$ cat src/rtl/matrix_mul_pkg.sv
// Shared constants and FSM encoding for the 4x4 complex matrix multiplier datapath.
package matrix_mul_pkg;

    // Default fixed-point format of one real or imaginary part (signed Q6.12).
    localparam int DEF_INTEGER_SIZE = 6;
    localparam int DEF_FRACT_SIZE   = 12;
    localparam int DEF_DATA_WIDTH   = DEF_INTEGER_SIZE + DEF_FRACT_SIZE;

    // Matrix geometry: 4x4 elements, addressed by a 4-bit row-major index.
    localparam int MAT_N  = 4;
    localparam int N_ELEM = MAT_N * MAT_N;
    localparam int IDX_W  = 4;

    // Index of the final element (3,3).
    localparam logic [IDX_W-1:0] IDX_LAST = IDX_W'(N_ELEM - 1);

    // Serializer states: collect first row pair, collect second row pair, stream out.
    typedef enum logic [1:0] {
        ST_IDLE  = 2'd0,
        ST_HALF  = 2'd1,
        ST_DRAIN = 2'd2
    } state_t;

endpackage

$ cat src/rtl/mat_elem_mux.sv
// 16:1 complex element selector: picks buffer[idx] for the real and imaginary planes.
module mat_elem_mux
    import matrix_mul_pkg::*;
#(
    parameter int DATA_WIDTH = DEF_DATA_WIDTH
) (
    input  logic [DATA_WIDTH-1:0] i_buf_r [N_ELEM],
    input  logic [DATA_WIDTH-1:0] i_buf_i [N_ELEM],
    input  logic [IDX_W-1:0]      i_idx,
    output logic [DATA_WIDTH-1:0] o_r,
    output logic [DATA_WIDTH-1:0] o_i
);

    // Combinational read of the selected element; the buffer itself is registered upstream.
    always_comb begin
        o_r = i_buf_r[i_idx];
        o_i = i_buf_i[i_idx];
    end

endmodule

$ cat src/rtl/matrix_result_serializer.sv
// Collects a 4x4 complex product delivered as two row-pair beats, then streams it out
// one element per cycle in row-major order with row/col tags and a last flag.
//
// Handshakes (both sides): a transfer happens on a rising edge where valid and ready are
// both high. The upstream side holds its beat until in_ready; the downstream side sees
// out_* held stable while out_valid is high and out_ready is low.
module matrix_result_serializer
    import matrix_mul_pkg::*;
#(
    parameter int INTEGER_SIZE = DEF_INTEGER_SIZE,
    parameter int FRACT_SIZE   = DEF_FRACT_SIZE,
    parameter int DATA_WIDTH   = INTEGER_SIZE + FRACT_SIZE
) (
    input  logic                      clk,
    input  logic                      rst,
    input  logic                      in_valid,
    output logic                      in_ready,
    input  logic [4*DATA_WIDTH-1:0]   c_row_r,
    input  logic [4*DATA_WIDTH-1:0]   c_row_i,
    input  logic [4*DATA_WIDTH-1:0]   d_row_r,
    input  logic [4*DATA_WIDTH-1:0]   d_row_i,
    input  logic                      abort,
    output logic                      out_valid,
    input  logic                      out_ready,
    output logic [DATA_WIDTH-1:0]     out_r,
    output logic [DATA_WIDTH-1:0]     out_i,
    output logic [1:0]                out_row,
    output logic [1:0]                out_col,
    output logic                      out_last,
    output logic                      busy
);

    state_t                r_state;
    state_t                w_state_nxt;
    logic [IDX_W-1:0]      r_idx;
    logic [IDX_W-1:0]      w_idx_nxt;
    logic                  w_load_lo;
    logic                  w_load_hi;
    logic                  w_in_ready;
    logic                  w_out_valid;

    logic [DATA_WIDTH-1:0] r_buf_r [N_ELEM];
    logic [DATA_WIDTH-1:0] r_buf_i [N_ELEM];

    // State and drain index registers; reset overrides everything.
    always_ff @(posedge clk) begin
        if (rst) begin
            r_state <= ST_IDLE;
            r_idx   <= '0;
        end else begin
            r_state <= w_state_nxt;
            r_idx   <= w_idx_nxt;
        end
    end

    // Next-state, index update, buffer load strobes and handshake outputs; abort wins over a beat.
    always_comb begin
        w_state_nxt = r_state;
        w_idx_nxt   = r_idx;
        w_load_lo   = 1'b0;
        w_load_hi   = 1'b0;
        w_in_ready  = 1'b0;
        w_out_valid = 1'b0;
        case (r_state)
            ST_IDLE: begin
                w_in_ready = 1'b1;
                if (in_valid) begin
                    w_load_lo   = 1'b1;
                    w_state_nxt = ST_HALF;
                end
            end
            ST_HALF: begin
                w_in_ready = 1'b1;
                if (in_valid) begin
                    w_load_hi   = 1'b1;
                    w_state_nxt = ST_DRAIN;
                    w_idx_nxt   = '0;
                end
            end
            ST_DRAIN: begin
                w_out_valid = 1'b1;
                if (out_ready) begin
                    // Index wraps to 0 after element 15, ready for the next frame.
                    w_idx_nxt = r_idx + IDX_W'(1);
                    if (r_idx == IDX_LAST) begin
                        w_state_nxt = ST_IDLE;
                    end
                end
            end
            default: begin
                w_state_nxt = ST_IDLE;
                w_idx_nxt   = '0;
            end
        endcase
        if (abort) begin
            w_state_nxt = ST_IDLE;
            w_idx_nxt   = '0;
            w_load_lo   = 1'b0;
            w_load_hi   = 1'b0;
        end
    end

    // Result buffer: beat 0 fills rows 0/1, beat 1 fills rows 2/3; only reset clears it.
    always_ff @(posedge clk) begin
        if (rst) begin
            for (int e = 0; e < N_ELEM; e++) begin
                r_buf_r[e] <= '0;
                r_buf_i[e] <= '0;
            end
        end else begin
            for (int k = 0; k < MAT_N; k++) begin
                if (w_load_lo) begin
                    r_buf_r[k]         <= c_row_r[k*DATA_WIDTH +: DATA_WIDTH];
                    r_buf_i[k]         <= c_row_i[k*DATA_WIDTH +: DATA_WIDTH];
                    r_buf_r[MAT_N + k] <= d_row_r[k*DATA_WIDTH +: DATA_WIDTH];
                    r_buf_i[MAT_N + k] <= d_row_i[k*DATA_WIDTH +: DATA_WIDTH];
                end
                if (w_load_hi) begin
                    r_buf_r[2*MAT_N + k] <= c_row_r[k*DATA_WIDTH +: DATA_WIDTH];
                    r_buf_i[2*MAT_N + k] <= c_row_i[k*DATA_WIDTH +: DATA_WIDTH];
                    r_buf_r[3*MAT_N + k] <= d_row_r[k*DATA_WIDTH +: DATA_WIDTH];
                    r_buf_i[3*MAT_N + k] <= d_row_i[k*DATA_WIDTH +: DATA_WIDTH];
                end
            end
        end
    end

    mat_elem_mux #(
        .DATA_WIDTH (DATA_WIDTH)
    ) u_mux (
        .i_buf_r (r_buf_r),
        .i_buf_i (r_buf_i),
        .i_idx   (r_idx),
        .o_r     (out_r),
        .o_i     (out_i)
    );

    assign in_ready  = w_in_ready;
    assign out_valid = w_out_valid;
    assign out_row   = r_idx[3:2];
    assign out_col   = r_idx[1:0];
    assign out_last  = (r_idx == IDX_LAST) & w_out_valid;
    assign busy      = (r_state != ST_IDLE);

endmodule

$ cat config.mk
export PLATFORM = sky130hd
export DESIGN_NAME = matrix_result_serializer
export DESIGN_NICKNAME = d
export VERILOG_FILES = /design/src/rtl/matrix_mul_pkg.sv /design/src/rtl/mat_elem_mux.sv /design/src/rtl/matrix_result_serializer.sv
export SDC_FILE = /design/constraint.sdc
export NUM_CORES = 1
export LEC_CHECK = 0
export ABC_AREA = 1
export CELL_PAD_IN_SITES_DETAIL_PLACEMENT = 1
export CELL_PAD_IN_SITES_GLOBAL_PLACEMENT = 2
export CORE_MARGIN = 5
export CORE_UTILIZATION = 30
export CTS_BUF_LIST = sky130_fd_sc_hd__clkbuf_8 sky130_fd_sc_hd__clkbuf_16
export DETAILED_ROUTE_END_ITERATION = 10
export PLACE_DENSITY = 0.86
export SETUP_SLACK_MARGIN = 0.02
export SLEW_MARGIN = 10
export SYNTH_ARGS = -nofsm -noshare
export SYNTH_HDL_FRONTEND = slang
export SYNTH_SLANG_ARGS = --single-unit
$ cat constraint.sdc
create_clock -name clk -period 2.6 [get_ports clk]
set_input_delay 0.52 -clock clk [delete_from_list [all_inputs] [get_ports clk]]
set_output_delay 0.52 -clock clk [all_outputs]
set_load 0.01 [all_outputs]
==> flow_summary.json, run 1 <==
{
  "via_per_inst": 5.03,
  "syn_to_final_growth_pct": 39.2,
  "cp_max_fo": 10,
  "wl_per_cell_microns": 21.9,
  "place.gp.congestion": 0.859,
  "critical_path.max_stage_delay_ns": 0.41,
  "synth_area_leaders": "dfxtp_1, o21ai_0, a21oi_1",
  "status": "complete, but fails checks",
  "synth_flop_cell": "dfxtp_1",
  "hold_path.class": "flip-flop to flip-flop",
  "port_buffers": 336,
  "drcViolationCount": 0,
  "crit_family": "buffers and inverters",
  "core_area_sq_um": 86800,
  "sw_frac_of_total": 0.262,
  "maxCapViolCount": 0,
  "synth_area_per_cell_sq_um": 6.93,
  "cts_root_buf": "clkbuf_16",
  "cpMostUsedCell": "nand3_1",
  "synth_adder_area_share": 0.000477,
  "synth_compound_area_frac": 0.222,
  "relSlewSlack": 0.684,
  "start_kind": "flip-flop",
  "p_per_area_nw_per_um2": 600,
  "synth_top_family_by_area": "compound AO/OA/AOI/OAI gates",
  "fin_nets": 4341,
  "rsz0062_at_grt": "true",
  "ant_nets": 0,
  "peakVddDrop_mv": 0.420,
  "cts_tree": "built",
  "async_flop_share": 0,
  "p_int_uw": 16200,
  "synth-xor-area-share": 0,
  "die-area_sq_um": 93400,
  "dr.pass1.iters": 5,
  "required_ns": 2.08,
  "cp.depth": 10,
  "initial_utilization": 0.302,
  "die_w_microns": 306,
  "hold_path_depth": 2,
  "clock_path_buffers": 3,
  "setup_violations": 32,
  "pin_count": 337,
  "layout-drive-gt1-share": 0.167,
  "fin_crit_ns": 2.72,
  "cts.htree.levels": 3,
  "max_freq_mhz": 367,
  "arrival_ns": 2.20,
  "clock_skew_ns": 0.0250,
  "muxShareOfSynthArea": 0,
  "ys_ff_latch": 582,
  "yosysSeqAreaShare": 0.444,
  "stdcell_area_sq_um": 36500,
  "ys_warn_count": 0,
  "grt_pass1_wl_mm": 167,
  "fin_ws_ns": -0.123,
  "yosysTopAreaCell": "dfxtp_1",
  "grt_overflow": 0,
  "syn_area_sq_um": 26200,
  "clk_latency_ns": 0.61,
  "criticalPathCategory": "flip-flop to output port",
  "violations": "setup timing",
  "drt_iter0_drc": 1600,
  "fin_cells": 5258,
  "numCtsBuffers": 70,
  "crit_path_cell_trace": "buf_12, clkinv_16, buf_8, buf_16, nand2_1, nand3_1, nand3_2, nand3_1, nand2_2, buf_6",
  "p_seq_frac": 0.434,
  "dieHeight_microns": 306,
  "routed_wl_mm": 115,
  "p_switching_uw": 5720,
  "grt_start_max_net_pins": 104,
  "cts.sinks": 582,
  "tns_ns": -1.97,
  "core.rowCount": 108,
  "preCtsSetupSlack_ns": -0.0260,
  "path_clk_slew_ns": 0.06,
  "track_usage": 0.233,
  "place_hpwl_mm": 75.7,
  "grt_pass1_vias": 26600,
  "tightestPinTransition_ns": 0.470,
  "synth_cells": 3782,
  "place_inst": 5067,
  "worstSetupEndpointType": "output port",
  "synth_cell_types": 26,
  "worstPathBufferInverterCount": 5,
  "clockPowerShare": 0.451,
  "maxSlewViolCount": 0,
  "antenna_found_initial": 9,
  "hold_viol_final": 0,
  "synth-edff-count": 0,
  "vias": 26500,
  "final.fill_count": 10500,
  "comb_power_share": 0.115,
  "period_share": 1.05,
  "synth_top_area_share": 0.444,
  "synth_nets": 4076,
  "slowest_stage": "dfxtp_4",
  "p_leak_uw": 0.0144,
  "r2r_cells": 6,
  "placed_cell_area_sq_um": 30700,
  "synthSimpleGateAreaFrac": 0.197
}
-- synth_stat cells (2+ instances only) --
master,instances
nand2_1,627
dfxtp_1,582
o21ai_0,552
inv_1,510
a21oi_1,505
nand3_1,437
nor2_1,147
buf_2,113
o21ai_1,100
clkbuf_1,97
buf_4,34
buf_6,30
buf_1,28
inv_2,7
clkbuf_2,2
-- power by group through the flow --
stage / Sequential, uW / Combinational, uW / Clock [uW]
2_1_floorplan: 9650 / 1210 / 0
3_3_place_gp: 9660 / 2300 / 0
3_5_place_dp: 9680 / 2330 / 0
4_1_cts: 9490 / 2440 / 10100
5_1_grt: 9520 / 2760 / 10500
6_report: 9490 / 2530 / 9860
-- metrics by stage --
step	hold WS (ns)	utilization	power [uW]
final	0.450	0.421	21900
after global routing	0.467	0.421	22700
after floorplan	0.424	-	10900
after global placement	0.433	0.354	12000
after detailed placement	0.444	0.354	12000
after CTS	0.453	0.408	22000
-- worst min-delay path, stage by stage (launching register included) --
cell	delay, ns
dfxtp_1	0.29
inv_1	0.06
a21oi_1	0.05
-- path summary, 6_finish.rpt --
kind / slack (ns) / start / endpoint
setup / recovery: -0.12 / r_idx[0] / out_r[3]
hold / removal: 0.45 / r_buf_i[135] / r_buf_i[135]
setup reg to reg: 0.89 / r_state[0] / r_buf_r[35]
hold reg to reg: 0.45 / r_buf_i[135] / r_buf_i[135]
-- metal layers --
layer	global-route usage	part of all wire	routed length, microns	up-vias
met1	0.285	0.41	47800	12900
li1	-	-	-	12800
met2	0.409	0.50	57600	578
met5	0	0.00047	54	-
met3	0.0402	0.047	5380	174
met4	0.0903	0.038	4390	8
-- cell type report --
cell class / count / area, sq um / area share
Sequential cell: 582 / 11700 / 0.320
Antenna cell: 2 / 5.00 / 0.000137
Multi-Input combinational cell: 2377 / 12900 / 0.353
Clock inverter: 39 / 329 / 0.00902
Timing Repair Buffer: 496 / 6160 / 0.169
Timing Repair inverter: 1 / 30.0 / 0.000823
Tap cell: 1155 / 1450 / 0.0396
Clock buffer: 87 / 1990 / 0.0544
Inverter: 519 / 1980 / 0.0543
-- cells in the final DEF (no fill, tap or decap), types with 2 or more instances in the layout --
master	n
nand2_4	34
dfxtp_1	578
o21ai_4	4
bufbuf_16	7
nand3_2	217
buf_16	30
nor2_1	147
nand2_2	67
inv_2	7
buf_12	47
o21ai_1	105
nand2_1	526
nand3_4	23
buf_6	46
o21ai_0	529
clkinv_8	4
clkbuf_16	75
a21oi_1	505
inv_1	525
o21ai_2	14
nand3_1	198
buf_2	5
clkinv_16	2
bufinv_16	3
clkdlybuf4s50_1	297
buf_4	47
buf_8	10
dfxtp_4	3
inv_8	2
clkinvlp_4	2
diode_2	2
clkinv_2	12
clkbuf_8	17
-- logic make-up after synthesis --
logic type,after synthesis
adder cells (fa/ha/maj),1
AND/OR/NAND/NOR,1216
flip-flops,582
AO/OA/AOI/OAI,1160
buffers and inverters,823
-- sequential cells by signal (all words and copies together) (netlist names) --
name / count
r_buf_i: 288
r_buf_r: 288
r_idx: 4
r_state: 2
-- what timing repair did --
item                       CTS  global route
setup endpoints to repair   39            38
gates resized for setup    482           233
hold buffers                 0             0
pin swaps                   83           108
gates cloned                29             5
buffers inserted            32             3
No activity file was read; power rests on OpenSTA's default activity.
==> inputs of run 2 (changes only) <==
--- a/config.mk
+++ b/config.mk
@@ -12,7 +12,7 @@
 export CORE_UTILIZATION = 30
 export CTS_BUF_LIST = sky130_fd_sc_hd__clkbuf_8 sky130_fd_sc_hd__clkbuf_16
 export DETAILED_ROUTE_END_ITERATION = 10
-export PLACE_DENSITY = 0.86
+export PLACE_DENSITY = 0.84
 export SETUP_SLACK_MARGIN = 0.02
 export SLEW_MARGIN = 10
 export SYNTH_ARGS = -nofsm -noshare
==> run 2 against run 1 <==
  * The flow still finishes with violations (setup timing)
  * Die area did not move
  * Clock skew up 0.00095 ns
  * Critical path depth unchanged
  * Worst setup slack got worse by 0.070 ns
  * Design area is essentially flat
  * Core utilization barely moved
  * Sequential share of layout area is essentially flat
  * First-iteration DRC count rose by 0.94%
  * Worst hold slack worse by 0.00089 ns
  * Power up 0.17%
  * Routed wire length increased by 0.35%
  * Highest routed layer unchanged
==> flow_summary.json, run 2 (synthesized netlist as in run 1, its figures left out) <==
{
  "status": "complete, but fails checks",
  "violations": "setup timing",
  "p_int_uw": 16300,
  "relSlewSlack": 0.597,
  "track_usage": 0.230,
  "comb_power_share": 0.114,
  "layout-drive-gt1-share": 0.157,
  "start_kind": "flip-flop",
  "hold_path.class": "flip-flop to flip-flop",
  "core_area_sq_um": 86800,
  "grt_overflow": 0,
  "setup_violations": 36,
  "fin_ws_ns": -0.193,
  "die-area_sq_um": 93400,
  "use_met3": 0.0372,
  "preCtsSetupSlack_ns": -0.104,
  "top_usage_layer": "met2",
  "fin_crit_ns": 2.79,
  "cts.sinks": 582,
  "wl_per_cell_microns": 21.9,
  "period_share": 1.07,
  "p_per_area_nw_per_um2": 601,
  "p_leak_uw": 0.0144,
  "dr.pass1.iters": 5,
  "cp_max_fo": 21,
  "dieHeight_microns": 306,
  "arrival_ns": 2.27,
  "clk_latency_ns": 0.61,
  "max_freq_mhz": 358,
  "grtUsageMet2": 0.411,
  "ant_nets": 0,
  "clock_path_buffers": 3,
  "criticalPathCategory": "flip-flop to output port",
  "vias": 26700,
  "cts_tree": "built",
  "cts_root_buf": "clkbuf_16",
  "clock_skew_ns": 0.0259,
  "reg_top3": "r_buf_i (288), r_buf_r (288), r_idx (4)",
  "sw_frac_of_total": 0.256,
  "drcViolationCount": 0,
  "rsz0062_at_grt": "true",
  "required_ns": 2.08,
  "maxCapViolCount": 0,
  "hold_path_depth": 2,
  "critical_path.max_stage_delay_ns": 0.37,
  "fin_nets": 4373,
  "routed_wl_mm": 116,
  "slowest_stage": "dfxtp_4",
  "tns_ns": -3.71,
  "place.gp.congestion": 0.812,
  "clockPowerShare": 0.453,
  "drt_iter0_drc": 1615,
  "grt_pass1_wl_mm": 165,
  "syn_to_final_growth_pct": 39.1,
  "numCtsBuffers": 71,
  "r2r_cells": 7,
  "path_clk_slew_ns": 0.06,
  "layout_commonest_cell": "dfxtp_1",
  "p_seq_frac": 0.433,
  "ctsHoldBuffers": 0,
  "maxSlewViolCount": 0,
  "via_per_inst": 5.05,
  "crit_path_cell_trace": "buf_12, buf_4, clkbuf_16, nand2_1, o21ai_0, nand2_1, nand3_1, nand3_1, nand2_2, buf_6",
  "place_hpwl_mm": 78.9,
  "die_w_microns": 306,
  "tightestPinTransition_ns": 0.604,
  "initial_utilization": 0.302,
  "core.rowCount": 108,
  "grtUsageMet1": 0.281,
  "antenna_found_initial": 15,
  "port_buffers": 336,
  "peakVddDrop_mv": 0.449,
  "pin_count": 337,
  "worstSetupEndpointType": "output port",
  "grt_pass1_vias": 26300,
  "final_cell_mix": "dfxtp_1, nand2_1, o21ai_0",
  "p_switching_uw": 5620,
  "grt_start_max_net_pins": 105,
  "hold_viol_final": 0,
  "cts.htree.levels": 3,
  "hold_slack_ns": 0.449
}
## run 2: what timing repair did
item / in CTS / in global routing
buffers inserted: 20 / 15
pin swaps: 32 / 88
gates resized for setup: 380 / 246
setup endpoints to repair: 39 / 38
cloned: 16 / 16
## run 2: cell type report
class / instances / area [sq um]
inverter: 519 / 1970
sequential: 582 / 11700
multi-input combinational: 2377 / 12500
clock buffer: 86 / 2020
tap: 1155 / 1450
fill: 10500 / 50300
timing repair buffer: 527 / 6490
clock inverter: 36 / 285
antenna: 6 / 15.0
timing repair inverter: 1 / 20.0
## run 2: power groups by stage
stage | Combinational [uW] | Clock [uW] | Sequential [uW]
after floorplan | 1210 | 0 | 9650
after global placement | 2320 | 0 | 9670
after detailed placement | 2350 | 0 | 9690
after CTS | 2430 | 10100 | 9490
after global routing | 2740 | 10500 | 9530
final | 2500 | 9920 | 9500
## run 2: path summary, 6_finish.rpt
path | startpoint | endpoint | slack [ns]
setup / recovery | r_idx[0] | out_r[11] | -0.19
hold / removal | r_buf_r[109] | r_buf_r[109] | 0.45
setup reg to reg | r_state[0] | r_buf_r[124] | 0.86
hold reg to reg | r_buf_r[109] | r_buf_r[109] | 0.45
## run 2: routing by layer
layer,vias to the layer above,part of all wire
met5,-,0.00029
met4,6,0.041
met3,202,0.046
met2,594,0.50
met1,13000,0.41
li1,12900,-
## run 2: per-stage QoR
step | utilization | total power (uW) | instance area, sq um | instances
6_report | 0.420 | 21900 | 36500 | 5289
3_3_place_gp | 0.359 | 12000 | 31200 | 5099
4_1_cts | 0.403 | 22100 | 35000 | 5257
5_1_grt | 0.420 | 22800 | 36500 | 5286
3_5_place_dp | 0.359 | 12000 | 31200 | 5099
2_1_floorplan | - | 10900 | 26200 | 3782
## run 2: critical path: cells and delay by family (launching register included)
kind            cells  cell delay, ns
buf+inv             4            0.71
simple gates        5            0.48
flops               1            0.37
compound gates      1            0.07
==> inputs of run 3 (changes only) <==
--- a/config.mk
+++ b/config.mk
@@ -13,6 +13,7 @@
 export CTS_BUF_LIST = sky130_fd_sc_hd__clkbuf_8 sky130_fd_sc_hd__clkbuf_16
 export DETAILED_ROUTE_END_ITERATION = 10
 export PLACE_DENSITY = 0.84
+export REMOVE_ABC_BUFFERS = 1
 export SETUP_SLACK_MARGIN = 0.02
 export SLEW_MARGIN = 10
 export SYNTH_ARGS = -nofsm -noshare
==> run 3 against run 2 <==
  * Largest power group unchanged
  * Critical path type unchanged
  * Combinational power decreased by 6%
  * Clock-buffer cell count decreased by 8
  * Routed wire length decreased by 12%
  * The run still ends with setup timing left
  * Worst setup slack improved by 0.091 ns
==> flow_summary.json, run 3 (synthesized netlist as in run 1, its figures left out) <==
{
  "status": "complete, but fails checks",
  "violations": "setup timing",
  "setup_violations": 26,
  "core.rowCount": 108,
  "grt_pass1_vias": 26600,
  "clock_path_buffers": 3,
  "maxCapViolCount": 0,
  "period_share": 1.04,
  "stdcell_area_sq_um": 36200,
  "crit_family": "buffers and inverters",
  "syn_to_final_growth_pct": 38.1,
  "hold_path.class": "flip-flop to flip-flop",
  "crit_path_cell_trace": "buf_12, inv_16, buf_12, buf_16, buf_6, nand2_1, nand3_1, nand3_1, nand3_2, nand2_2, buf_6",
  "cts.htree.levels": 3,
  "grt_overflow": 0,
  "cts.sinks": 582,
  "required_ns": 2.08,
  "layout-drive-gt1-share": 0.145,
  "layout_commonest_cell": "dfxtp_1",
  "start_kind": "flip-flop",
  "criticalPathCategory": "flip-flop to output port",
  "hold_path_startpoint": "r_buf_i[234]",
  "place_hpwl_mm": 61.7,
  "reg_top3": "r_buf_i (288), r_buf_r (288), r_idx (4)",
  "fin_ws_ns": -0.103,
  "seq_area_sq_um": 11700,
  "final_util": 0.417,
  "slowest_stage": "dfxtp_4",
  "relSlewSlack": 0.582,
  "peakVddDrop_mv": 0.416,
  "pin_count": 337,
  "multi_input_area_sq_um": 11900,
  "final_cell_mix": "dfxtp_1, nand2_1, inv_1",
  "arrival_ns": 2.18,
  "crit_path_start": "r_idx[0]",
  "reg2reg_from": "r_state[0]",
  "die-area_sq_um": 93400,
  "grt_pass1_wl_mm": 155,
  "initial_utilization": 0.302,
  "ctsHoldBuffers": 0,
  "core_area_sq_um": 86800,
  "max_freq_mhz": 370,
  "tns_ns": -1.39,
  "worstSetupEndpointType": "output port",
  "p_leak_uw": 0.0145,
  "fin_crit_ns": 2.70,
  "cp_max_fo": 9,
  "grt_start_max_net_pins": 107,
  "numCtsBuffers": 70,
  "via_per_inst": 4.93,
  "final.fill_count": 10500,
  "placed_cell_area_sq_um": 31000,
  "ant_nets": 0,
  "rsz0062_at_grt": "true",
  "critical_path.max_stage_delay_ns": 0.39,
  "cts_root_buf": "clkbuf_16",
  "vias": 26100,
  "wl_per_cell_microns": 19.2,
  "dr.pass1.iters": 5,
  "tightestPinTransition_ns": 0.627,
  "antenna_found_initial": 9,
  "worstPathBufferInverterCount": 6,
  "fin_nets": 4390,
  "port_buffers": 336,
  "clk_latency_ns": 0.59,
  "preCtsSetupSlack_ns": 0.142,
  "routed_wl_mm": 102,
  "p_per_area_nw_per_um2": 592,
  "place.gp.congestion": 0.745,
  "hold_viol_final": 0,
  "drt_iter0_drc": 1268,
  "path_clk_slew_ns": 0.06,
  "track_usage": 0.208,
  "cts_tree": "built",
  "drcViolationCount": 0,
  "dieHeight_microns": 306,
  "die_w_microns": 306,
  "maxSlewViolCount": 0,
  "clock_skew_ns": 0.0166
}
==> run 3: changes by cell type in the layout (fill, tap and decap cells not counted), moves of 12 or more <==
cell     before  now
buf_16       20   47
buf_6        45   33
nand2_1     562  535
nand2_2      51   86
nand3_1     232  341
nand3_2     182   96
nand3_4      24    1
o21ai_2      22   42
==> run 3: repair_timing <==
action / in CTS / in global routing
gates cloned: 39 / 9
endpoints found under the setup margin: 38 / 39
gates resized for setup: 409 / 157
buffers inserted: 48 / 7
pin swaps: 103 / 86
==> run 3: per-layer routing <==
layer  up-vias  wire length [microns]  GRT usage  share of wire
met3       153                   3270     0.0298          0.032
met5         -                     28          0        0.00028
li1      12900                      -          -              -
met4         4                   3060     0.0644          0.030
met1     12700                  45100      0.265           0.44
met2       398                  50200      0.366           0.49
==> run 3: power breakdown <==
part           switching, uW  total, uW  internal (uW)
logic                   1290       2340           1050
clock network           4020       9600           5580
registers                132       9490           9360
==> run 3: final cells by class <==
type	count	share of cell area
diodes	4	0.000277
repair buffers	543	0.192
repair inverters	3	0.00100
clock buffers	78	0.0521
multi-input cells	2377	0.329
inverters	519	0.0550
flip-flops and latches	582	0.322
well taps	1155	0.0399
clock inverters	37	0.00843
==> run 3: path summary, 6_finish.rpt <==
path | to | slack, ns | depth (start not counted)
min reg2reg | r_buf_i[234] | 0.45 | 2
min | r_buf_i[234] | 0.45 | 2
max | out_i[8] | -0.10 | 11
max reg2reg | r_buf_r[51] | 0.81 | 6
==> run 3: worst register-to-register path, cell delays in order, from the launching register on <==
cell     delay, ns
dfxtp_1       0.32
inv_2         0.08
nor2_2        0.27
nand2_8       0.23
buf_4         0.42
o21ai_0       0.28
a21oi_1       0.06
==> run 3: through the flow <==
stage,power [uW],hold slack [ns],instances
4_1_cts,21700,0.450,5283
5_1_grt,22400,0.467,5297
3_3_place_gp,11900,0.432,5082
2_1_floorplan,10800,0.426,3478
6_report,21400,0.448,5298
3_5_place_dp,11900,0.441,5082
